==> src/rtl/gauss_pkg.sv <==
// Shared constants for the Gaussian filter and its frame-capture sink.
// Line length and warm-up latency live here so both blocks stay consistent.
package gauss_pkg;

  localparam int DEF_IMG_W  = 400;
  localparam int DEF_IMG_H  = 300;
  localparam int DEF_LAT    = 2 * DEF_IMG_W + 2;
  localparam int DEF_ADDR_W = $clog2(DEF_IMG_W * DEF_IMG_H);
  localparam int DEF_FIFO_D = 4;

  typedef enum logic [2:0] {
    ST_IDLE    = 3'd0,
    ST_SKIP    = 3'd1,
    ST_CAPTURE = 3'd2,
    ST_DRAIN   = 3'd3,
    ST_DONE    = 3'd4
  } cap_state_e;

  // Counter width able to hold max_val, never narrower than one bit.
  function automatic int cnt_width(input int max_val);
    return (max_val > 0) ? $clog2(max_val + 1) : 1;
  endfunction

endpackage

==> src/rtl/gauss_frame_capture_fifo.sv <==
// Small synchronous FIFO; the head entry is read straight from the storage flops,
// so a pushed word is visible right after the edge that wrote it.
module capture_fifo
  import gauss_pkg::*;
#(
  parameter int DW    = 25,
  parameter int DEPTH = 4
) (
  input  logic          clk,
  input  logic          rst_n,
  input  logic          push,
  input  logic [DW-1:0] din,
  input  logic          pop,
  output logic [DW-1:0] dout,
  output logic          full,
  output logic          empty
);

  localparam int PW = $clog2(DEPTH);
  localparam int CW = cnt_width(DEPTH);

  logic [DW-1:0] mem_q [DEPTH];
  logic [DW-1:0] mem_d [DEPTH];
  logic [PW-1:0] wr_ptr_q, wr_ptr_d;
  logic [PW-1:0] rd_ptr_q, rd_ptr_d;
  logic [CW-1:0] cnt_q, cnt_d;
  logic          push_ok_s;
  logic          pop_ok_s;

  assign full  = (cnt_q == CW'(DEPTH));
  assign empty = (cnt_q == {CW{1'b0}});
  assign dout  = mem_q[rd_ptr_q];

  // A push into a full FIFO is legal only when the head leaves in the same cycle;
  // then the freed head slot is exactly the write slot.
  assign push_ok_s = push & (~full | pop);
  assign pop_ok_s  = pop & ~empty;

  always_comb begin
    mem_d    = mem_q;
    wr_ptr_d = wr_ptr_q;
    rd_ptr_d = rd_ptr_q;
    cnt_d    = cnt_q;
    if (push_ok_s) begin
      mem_d[wr_ptr_q] = din;
      wr_ptr_d        = wr_ptr_q + PW'(1);
    end else begin
      wr_ptr_d = wr_ptr_q;
    end
    if (pop_ok_s) begin
      rd_ptr_d = rd_ptr_q + PW'(1);
    end else begin
      rd_ptr_d = rd_ptr_q;
    end
    case ({push_ok_s, pop_ok_s})
      2'b10:   cnt_d = cnt_q + CW'(1);
      2'b01:   cnt_d = cnt_q - CW'(1);
      default: cnt_d = cnt_q;
    endcase
  end

  always_ff @(posedge clk or negedge rst_n) begin
    if (!rst_n) begin
      for (int i = 0; i < DEPTH; i++) begin
        mem_q[i] <= {DW{1'b0}};
      end
      wr_ptr_q <= {PW{1'b0}};
      rd_ptr_q <= {PW{1'b0}};
      cnt_q    <= {CW{1'b0}};
    end else begin
      mem_q    <= mem_d;
      wr_ptr_q <= wr_ptr_d;
      rd_ptr_q <= rd_ptr_d;
      cnt_q    <= cnt_d;
    end
  end

endmodule

==> src/rtl/gauss_frame_capture.sv <==
// Frame capture sink for the 5x5 Gaussian stage: drops warm-up samples, tags
// pixels with raster addresses and hands them to frame memory through a FIFO.
module gauss_frame_capture
  import gauss_pkg::*;
#(
  parameter int IMG_W  = gauss_pkg::DEF_IMG_W,
  parameter int IMG_H  = gauss_pkg::DEF_IMG_H,
  parameter int LAT    = gauss_pkg::DEF_LAT,
  parameter int FIFO_D = gauss_pkg::DEF_FIFO_D,
  parameter int ADDR_W = gauss_pkg::DEF_ADDR_W
) (
  input  logic              clk,
  input  logic              rst_n,
  input  logic              start,
  input  logic [7:0]        pix_in,
  input  logic              pix_en,
  output logic [ADDR_W-1:0] mem_addr,
  output logic [7:0]        mem_data,
  output logic              mem_valid,
  input  logic              mem_ready,
  output logic              busy,
  output logic              frame_done,
  output logic              overflow
);

  localparam int                SKIP_W    = cnt_width(LAT);
  localparam int                DW        = ADDR_W + 8;
  localparam logic [ADDR_W-1:0] LAST_ADDR = ADDR_W'(IMG_W * IMG_H - 1);
  localparam logic [SKIP_W-1:0] SKIP_LAST = SKIP_W'(LAT - 1);

  cap_state_e        state_q, state_d;
  logic [SKIP_W-1:0] skip_cnt_q, skip_cnt_d;
  logic [ADDR_W-1:0] wr_addr_q, wr_addr_d;
  logic              overflow_q, overflow_d;
  logic              busy_q, busy_d;
  logic              frame_done_q, frame_done_d;

  logic              push_s;
  logic              pop_s;
  logic              drop_s;
  logic              fifo_full_s;
  logic              fifo_empty_s;
  logic [DW-1:0]     fifo_dout_s;

  assign push_s = (state_q == ST_CAPTURE) & pix_en;
  assign pop_s  = ~fifo_empty_s & mem_ready;
  assign drop_s = push_s & fifo_full_s & ~pop_s;

  capture_fifo #(
    .DW    (DW),
    .DEPTH (FIFO_D)
  ) u_fifo (
    .clk   (clk),
    .rst_n (rst_n),
    .push  (push_s),
    .din   ({wr_addr_q, pix_in}),
    .pop   (pop_s),
    .dout  (fifo_dout_s),
    .full  (fifo_full_s),
    .empty (fifo_empty_s)
  );

  assign mem_addr   = fifo_dout_s[DW-1:8];
  assign mem_data   = fifo_dout_s[7:0];
  assign mem_valid  = ~fifo_empty_s;
  assign busy       = busy_q;
  assign frame_done = frame_done_q;
  assign overflow   = overflow_q;

  // Next-state, counters and sticky overflow for the capture sequence.
  always_comb begin
    state_d    = state_q;
    skip_cnt_d = skip_cnt_q;
    wr_addr_d  = wr_addr_q;
    overflow_d = overflow_q;
    case (state_q)
      ST_IDLE: begin
        if (start) begin
          skip_cnt_d = {SKIP_W{1'b0}};
          wr_addr_d  = {ADDR_W{1'b0}};
          overflow_d = 1'b0;
          state_d    = (LAT > 0) ? ST_SKIP : ST_CAPTURE;
        end else begin
          state_d = ST_IDLE;
        end
      end
      ST_SKIP: begin
        if (pix_en) begin
          skip_cnt_d = skip_cnt_q + SKIP_W'(1);
          if (skip_cnt_q == SKIP_LAST) begin
            state_d = ST_CAPTURE;
          end else begin
            state_d = ST_SKIP;
          end
        end else begin
          state_d = ST_SKIP;
        end
      end
      ST_CAPTURE: begin
        if (drop_s) begin
          overflow_d = 1'b1;
        end else begin
          overflow_d = overflow_q;
        end
        // The last address is held rather than incremented so it never wraps.
        if (pix_en) begin
          if (wr_addr_q == LAST_ADDR) begin
            state_d = ST_DRAIN;
          end else begin
            wr_addr_d = wr_addr_q + ADDR_W'(1);
          end
        end else begin
          state_d = ST_CAPTURE;
        end
      end
      ST_DRAIN: begin
        if (fifo_empty_s) begin
          state_d = ST_DONE;
        end else begin
          state_d = ST_DRAIN;
        end
      end
      ST_DONE: begin
        state_d = ST_IDLE;
      end
      default: begin
        state_d = ST_IDLE;
      end
    endcase
    busy_d       = (state_d != ST_IDLE);
    frame_done_d = (state_d == ST_DONE);
  end

  // Capture FSM state, counters and registered status outputs.
  always_ff @(posedge clk or negedge rst_n) begin
    if (!rst_n) begin
      state_q      <= ST_IDLE;
      skip_cnt_q   <= {SKIP_W{1'b0}};
      wr_addr_q    <= {ADDR_W{1'b0}};
      overflow_q   <= 1'b0;
      busy_q       <= 1'b0;
      frame_done_q <= 1'b0;
    end else begin
      state_q      <= state_d;
      skip_cnt_q   <= skip_cnt_d;
      wr_addr_q    <= wr_addr_d;
      overflow_q   <= overflow_d;
      busy_q       <= busy_d;
      frame_done_q <= frame_done_d;
    end
  end

endmodule
==> config.mk <==
export PLATFORM = sky130hd
export DESIGN_NAME = gauss_frame_capture
export DESIGN_NICKNAME = d
export VERILOG_FILES = /design/src/rtl/gauss_pkg.sv /design/src/rtl/gauss_frame_capture_fifo.sv /design/src/rtl/gauss_frame_capture.sv
export SDC_FILE = /design/constraint.sdc
export NUM_CORES = 1
export LEC_CHECK = 0
export BUFFER_PORTS_ARGS = -buffer_cell sky130_fd_sc_hd__buf_2
export CORE_UTILIZATION = 51
export DETAILED_ROUTE_END_ITERATION = 6
export GPL_TIMING_DRIVEN = 0
export PLACE_DENSITY = 0.76
export SYNTH_ARGS = -nofsm -noshare
export SYNTH_HDL_FRONTEND = slang
export SYNTH_SLANG_ARGS = --single-unit
==> constraint.sdc <==
create_clock -name clk -period 3.3 [get_ports clk]
set_input_delay 0.33 -clock clk [delete_from_list [all_inputs] [get_ports clk]]
set_output_delay 0.33 -clock clk [all_outputs]
set_load 0.01 [all_outputs]
Word level (Yosys, flattened, before mapping)
Index checks and enable logic that the tools add are counted.
Storage, ports and cells
  memories kept: 0
  bits in read-only memories: 0
  bits in latches: 0
  input bits: 13
  register bits: 140
  bits in writable memories: 0
Operators by class
  reductions and logical operators: 10
  eq/ne operators: 14
  order comparisons: 3
  add/sub/neg operators: 6
  shift-type cells: 0
  $mul: 0
  multiplexer cells: 24
  bitwise gates (word level): 12
  div/mod/pow operators: 0
Operators with widths (count)
  100-bit bitwise mux: 1
  25-bit 2-to-1 mux: 3
  17-bit 2-to-1 mux: 3
  25-bit binary-select mux with 2-bit select: 1
  25-bit demux with 2-bit select: 1
  17-bit one-hot mux with 2 select lines: 1
  10-bit 2-to-1 mux: 2
  10-bit one-hot mux with 2 select lines: 1
  17-bit by 1-bit adder with 17-bit output, second input constant: 1
  17-bit == test, second input constant: 1
  3-bit 2-to-1 mux: 4
  3-bit one-hot mux with 4 select lines: 1
  10-bit by 1-bit adder with 10-bit output, second input constant: 1
  10-bit == test, second input constant: 1
  2-bit inequality test, second input constant: 5
  1-bit AND: 6
  3-bit by 2-bit == test with 1-bit output, second input constant: 2
  3-bit == test, second input constant: 2
  3-bit greater-or-equal comparator, second input constant: 2
  3-bit logical NOT: 2
  2-bit NOT with 3-bit output: 2
  3-bit one-hot mux with 2 select lines: 1
  3-bit AND reduction: 2
  2-bit nonzero test: 3
  other kinds (15): 20

Depth between registers and ports, before layout
  depth in word-level cells: 7
  depth in mapped cells: 9
  mapped depth without buffers: 9

Modules after synthesis
A second synthesis with hierarchy kept.
Unflattened totals
  cells, all modules: 469
  area total of the unflattened synthesis: 6615.1 µm²
By module, submodules not included
  capture_fifo: seq. area each 2677.6 µm², area each 4757.1 µm², times used 1, cells an instance 280
  gauss_frame_capture: seq. area each 825.8 µm², area each 1858.0 µm², times used 1, cells an instance 189

Least setup slack after synthesis
OpenSTA, ideal clock, no wires.
  kind: reg-to-reg
  from: reg u_fifo.cnt_q[0]
  to: reg u_fifo.cnt_q[2]
  slack: 1260 ps
  arrival time: 1960 ps
  required time: 3221 ps
  stages on the path, launching flop included: 10
  setup time: 79 ps
  cells stage by stage: dfrtp_1 > nor4b_1 > nor2_2 > inv_1 > ha_1 > inv_1 > fa_1 > xor2_1 > nor2_1 > xor2_1
Between the ends
  cells in the longest elaborated chain, start to end: 7
  elaborated cells on any way between the ends: 14
  classes of those cells: 2 x add/sub; 3 x eq/ne; 1 x mux; 6 x bitwise; 2 x reduce/logical
RTL lines
  from (decl): RTL line gauss_frame_capture_fifo.sv:26  | logic [CW-1:0] cnt_q, cnt_d;
  from (signal assigned): RTL line gauss_frame_capture_fifo.sv:69  | cnt_q <= {CW{1'b0}};
  from (signal assigned): RTL line gauss_frame_capture_fifo.sv:74  | cnt_q <= cnt_d;
  3-bit logical NOT: RTL line gauss_frame_capture_fifo.sv:31  | assign empty = (cnt_q == {CW{1'b0}});
  1-bit NOT: RTL line gauss_frame_capture_fifo.sv:37, gauss_frame_capture.sv:46
  1-bit AND: RTL line gauss_frame_capture.sv:46  | assign pop_s = ~fifo_empty_s & mem_ready;
  1-bit OR: RTL line gauss_frame_capture_fifo.sv:36  | assign push_ok_s = push & (~full | pop);
  1-bit AND: RTL line gauss_frame_capture_fifo.sv:36
  2-bit by 1-bit == test with 1-bit output or 2-bit == test (tied branches): RTL line gauss_frame_capture_fifo.sv:55  | case ({push_ok_s, pop_ok_s})
  3-bit one-hot mux with 2 select lines or 2-bit nonzero test (tied branches)
Parallel ways exist; a longest one is shown, timed or not.
A chain may end at the register's enable or synchronous reset.

Worst setup path after layout
  from: reg u_fifo.rd_ptr_q[0]
  to: out mem_addr[5]
Between the ends
  cells in the longest elaborated chain, start to end: 4
RTL lines
  from (decl): RTL line gauss_frame_capture_fifo.sv:25  | logic [PW-1:0] rd_ptr_q, rd_ptr_d;
  from (signal assigned): RTL line gauss_frame_capture_fifo.sv:68  | rd_ptr_q <= {PW{1'b0}};
  from (signal assigned): RTL line gauss_frame_capture_fifo.sv:73  | rd_ptr_q <= rd_ptr_d;
  2-bit NOT with 3-bit output (not written as such): RTL line gauss_frame_capture_fifo.sv:32  | assign dout = mem_q[rd_ptr_q];
  25-bit binary-select mux with 2-bit select: RTL line gauss_frame_capture_fifo.sv:32
  25-bit 2-to-1 mux (not written as such) (2 in a row): RTL line gauss_frame_capture_fifo.sv:32
  to (decl): RTL line gauss_frame_capture.sv:17  | output logic [ADDR_W-1:0] mem_addr,
No other way between the ends. The select of a mux whose other input is x is not followed.

==> impl_metrics.env <==
export IMPL_status="finished, final reports clean"
export IMPL_met3_length_um=637
export IMPL_dieArea_um2=13300
export IMPL_cp_num_cells=4
export IMPL_synth_seq_area_share_pct=53.7
export IMPL_fin_ws_ns=0.502
export IMPL_hpwl_um=8800
export IMPL_grt_pass1_vias=4319
export IMPL_drive_above_1_share_pct=39.4
export IMPL_seqPwrFrac_pct=41.0
export IMPL_maxSlewHeadroom_pct=55.1
export IMPL_cp_start_kind="register"
export IMPL_holdPathStages=2
export IMPL_post_place_ws_ns=0.836
export IMPL_cts_inserted_buffers=17
export IMPL_cts_root_buf="clkbuf_16"
export IMPL_dr_wl_met2_um=6930
export IMPL_die_width_um=115
export IMPL_swShare_pct=24.5
export IMPL_netSwitchingPower_mw=1.10
export IMPL_highest_layer="met4"
export IMPL_critPathMaxFanout=10
export IMPL_ys_types=43
export IMPL_die_h_um=115
export IMPL_ant_nets=0
export IMPL_cp_top_family="buffers and inverters"
export IMPL_cp_data_arrival_time_ns=2.47
export IMPL_clkTransAtPathRegs_ns=0.06
export IMPL_path_common_cell="buf_2"
export IMPL_portBuffers=41
export IMPL_ir_drop_uv=455
export IMPL_viasPerCell=5.81
export IMPL_drcViolationCount=0
export IMPL_h_tree_depth=4
export IMPL_grt_antenna_before_repair=0
export IMPL_finalCritPeriodShare_pct=84.8
export IMPL_hp_class="in -> reg"
export IMPL_drv_slew=0
export IMPL_setup_viol=0
export IMPL_p_comb_share_pct=12.6
export IMPL_synth_flop_cell="dfrtp_1"
export IMPL_routed_wl_um=13300
export IMPL_final_nets=565
export IMPL_clk_latency_ns=0.41
export IMPL_drv_cap=0
export IMPL_design_area_um2=7640
export IMPL_total_power_mw=4.48
export IMPL_dpl_cell_area_um2=6980
export IMPL_fmax_mhz=357
export IMPL_grt_max_degree=108
export IMPL_layout_commonest_cell="dfrtp_1"
export IMPL_internal_power_mw=3.38
export IMPL_rsz0062_at_grt="false"
export IMPL_io_pins=42
export IMPL_gp_congestion=0.800
export IMPL_path_buf_inv=3
export IMPL_fin_crit_ns=2.80
export IMPL_synth_seq_cells=140
export IMPL_dr_pass1_iters=4
export IMPL_setup_tns_ns=0
export IMPL_grt_pass1_wl_um=22000
export IMPL_fp_coreArea_um2=12300
export IMPL_reg2reg_depth=5
export IMPL_yosysWarnings=0
export IMPL_cts_sinks=140
export IMPL_p_leak_nw=3.72
export IMPL_critPathRequiredTime_ns=2.97
export IMPL_wl_per_cell_um=18.4
export IMPL_drt_iter0_markers=311
export IMPL_track_usage_pct=22.3
export IMPL_fillCellCount=920
export IMPL_pwr_share_clk_pct=46.4
export IMPL_layout_common_cells="140 x dfrtp_1, 101 x mux2_2, 53 x buf_2"
export IMPL_vias=4207
export IMPL_critical_path_class="reg -> out"
export IMPL_syn_area_per_cell_um2=13.6
export IMPL_antenna_cells=0
export IMPL_critPathSlowestCell="mux4_2"
export IMPL_start_util_pct=53.2
export IMPL_clock_skew_ns=0.00541
export IMPL_synth_edf_count=0
export IMPL_tightest_slew_ns=0.674
export IMPL_grt_overflow=0
export IMPL_num_rows=40
export IMPL_synth_cells=481
export IMPL_clk_path_buf_depth=2
export IMPL_synth_nets=503
export IMPL_cts_tree="built"
export IMPL_critPathCaptureType="primary output"
export IMPL_ctsResizeCount=0
export IMPL_m1WireLength_um=5650
export IMPL_pwr_density_cell_nw_per_um2=586
export IMPL_path_cells="clkbuf_1, buf_2, mux4_2, buf_2"
export IMPL_async_reset_ff_share_pct=100
export IMPL_syn2layout_area_growth_pct=17.1
export IMPL_final_hold_violation_count=0
export IMPL_max_stage_delay_ns=0.59
export IMPL_syn_area_um2=6530
power by group through the flow:
stage	Sequential [mW]	Combinational, mW	Clock, mW
6_report	1.83	0.566	2.08
3_5_place_dp	1.86	0.577	0
4_1_cts	1.83	0.583	2.10
2_1_floorplan	1.85	0.409	0
5_1_grt	1.84	0.626	2.18
3_3_place_gp	1.86	0.546	0
layout make-up:
class	instances	area (µm²)	share of cell area, %
well taps	168	210	2.75
clock inverters	9	158	2.06
plain buffers	29	126	1.65
flip-flops and latches	140	3500	45.8
repair buffers	43	249	3.26
inverters	13	48.8	0.638
clock buffers	23	498	6.51
multi-input cells	299	2850	37.3
sequential cells by signal, indices dropped and copies added, names as in the netlist:
| signal | flops |
|---|---|
| busy | 1 |
| frame_done | 1 |
| overflow | 1 |
| skip_cnt_q | 10 |
| state_q | 3 |
| u_fifo.cnt_q | 3 |
| u_fifo.mem_q | 100 |
| u_fifo.rd_ptr_q | 2 |
| u_fifo.wr_ptr_q | 2 |
| wr_addr_q | 17 |
layer usage:
metal  up-vias  track usage [%]
met5         -                0
met4         0             5.54
met3        14             6.06
met2       109             38.3
met1      2186             28.1
li1       1898                -
synthesized netlist by cell type (all sizes together), types with 2 or more instances:
master / count / area, µm²
a21oi: 12 / 60.1
a31oi: 2 / 12.5
and2: 5 / 31.3
and3: 3 / 18.8
and4: 5 / 43.8
buf: 13 / 65.1
clkbuf: 16 / 61.3
dfrtp: 140 / 3500
ha: 8 / 100
inv: 13 / 48.8
mux2: 101 / 1140
mux2i: 7 / 70.1
mux4: 25 / 563
nand2: 25 / 93.8
nand2b: 2 / 12.5
nand3: 12 / 60.1
nand4: 7 / 43.8
nor2: 16 / 62.6
nor3: 5 / 25.0
nor4: 2 / 12.5
nor4b: 5 / 43.8
nor4bb: 3 / 30.0
o211ai: 2 / 15.0
o21ai: 10 / 50.1
o31ai: 6 / 45.0
or2: 2 / 12.5
or3: 5 / 31.3
or4: 7 / 52.6
xnor2: 7 / 61.3
xor2: 5 / 43.8
kinds of logic (layout without fill, tap and decap cells):
group / count (synthesis) / in the layout / share of synthesized area, %
compound gates: 36 / 36 / 3.30
simple gates: 109 / 109 / 9.79
fa+ha+maj: 9 / 9 / 1.84
buf+inv: 42 / 117 / 2.68
flops: 140 / 140 / 53.7
mux: 133 / 133 / 27.1
xor+xnor: 12 / 12 / 1.61
final timing paths:
| kind | slack (ns) | start | end |
|---|---|---|---|
| max | 0.50 | u_fifo.rd_ptr_q[0]$_DFFE_PN0P_ | mem_addr[5] |
| min | 0.19 | pix_in[0] | u_fifo.mem_q[25]$_DFFE_PN0P_ |
| max reg2reg | 0.83 | state_q[1]$_DFF_PN0_ | skip_cnt_q[7]$_DFFE_PN0P_ |
| min reg2reg | 0.50 | u_fifo.mem_q[32]$_DFFE_PN0P_ | u_fifo.mem_q[32]$_DFFE_PN0P_ |
| max in group asynchronous | 2.08 | rst_n | u_fifo.mem_q[28]$_DFFE_PN0P_ |
| min in group asynchronous | 0.38 | rst_n | u_fifo.mem_q[57]$_DFFE_PN0P_ |
through the flow:
stage / cells / utilization (%) / hold slack, ns
2_1_floorplan: 481 / - / 0.0344
6_report: 724 / 62.3 / 0.189
3_3_place_gp: 690 / 56.6 / 0.476
5_1_grt: 724 / 62.3 / 0.182
3_5_place_dp: 691 / 56.9 / 0.244
4_1_cts: 724 / 62.3 / 0.175
repair_timing:
action                    CTS  global route
buffers inserted            0             0
hold buffers                1             0
hold endpoints to repair   33             0
Power figures use the tool's default switching activity.
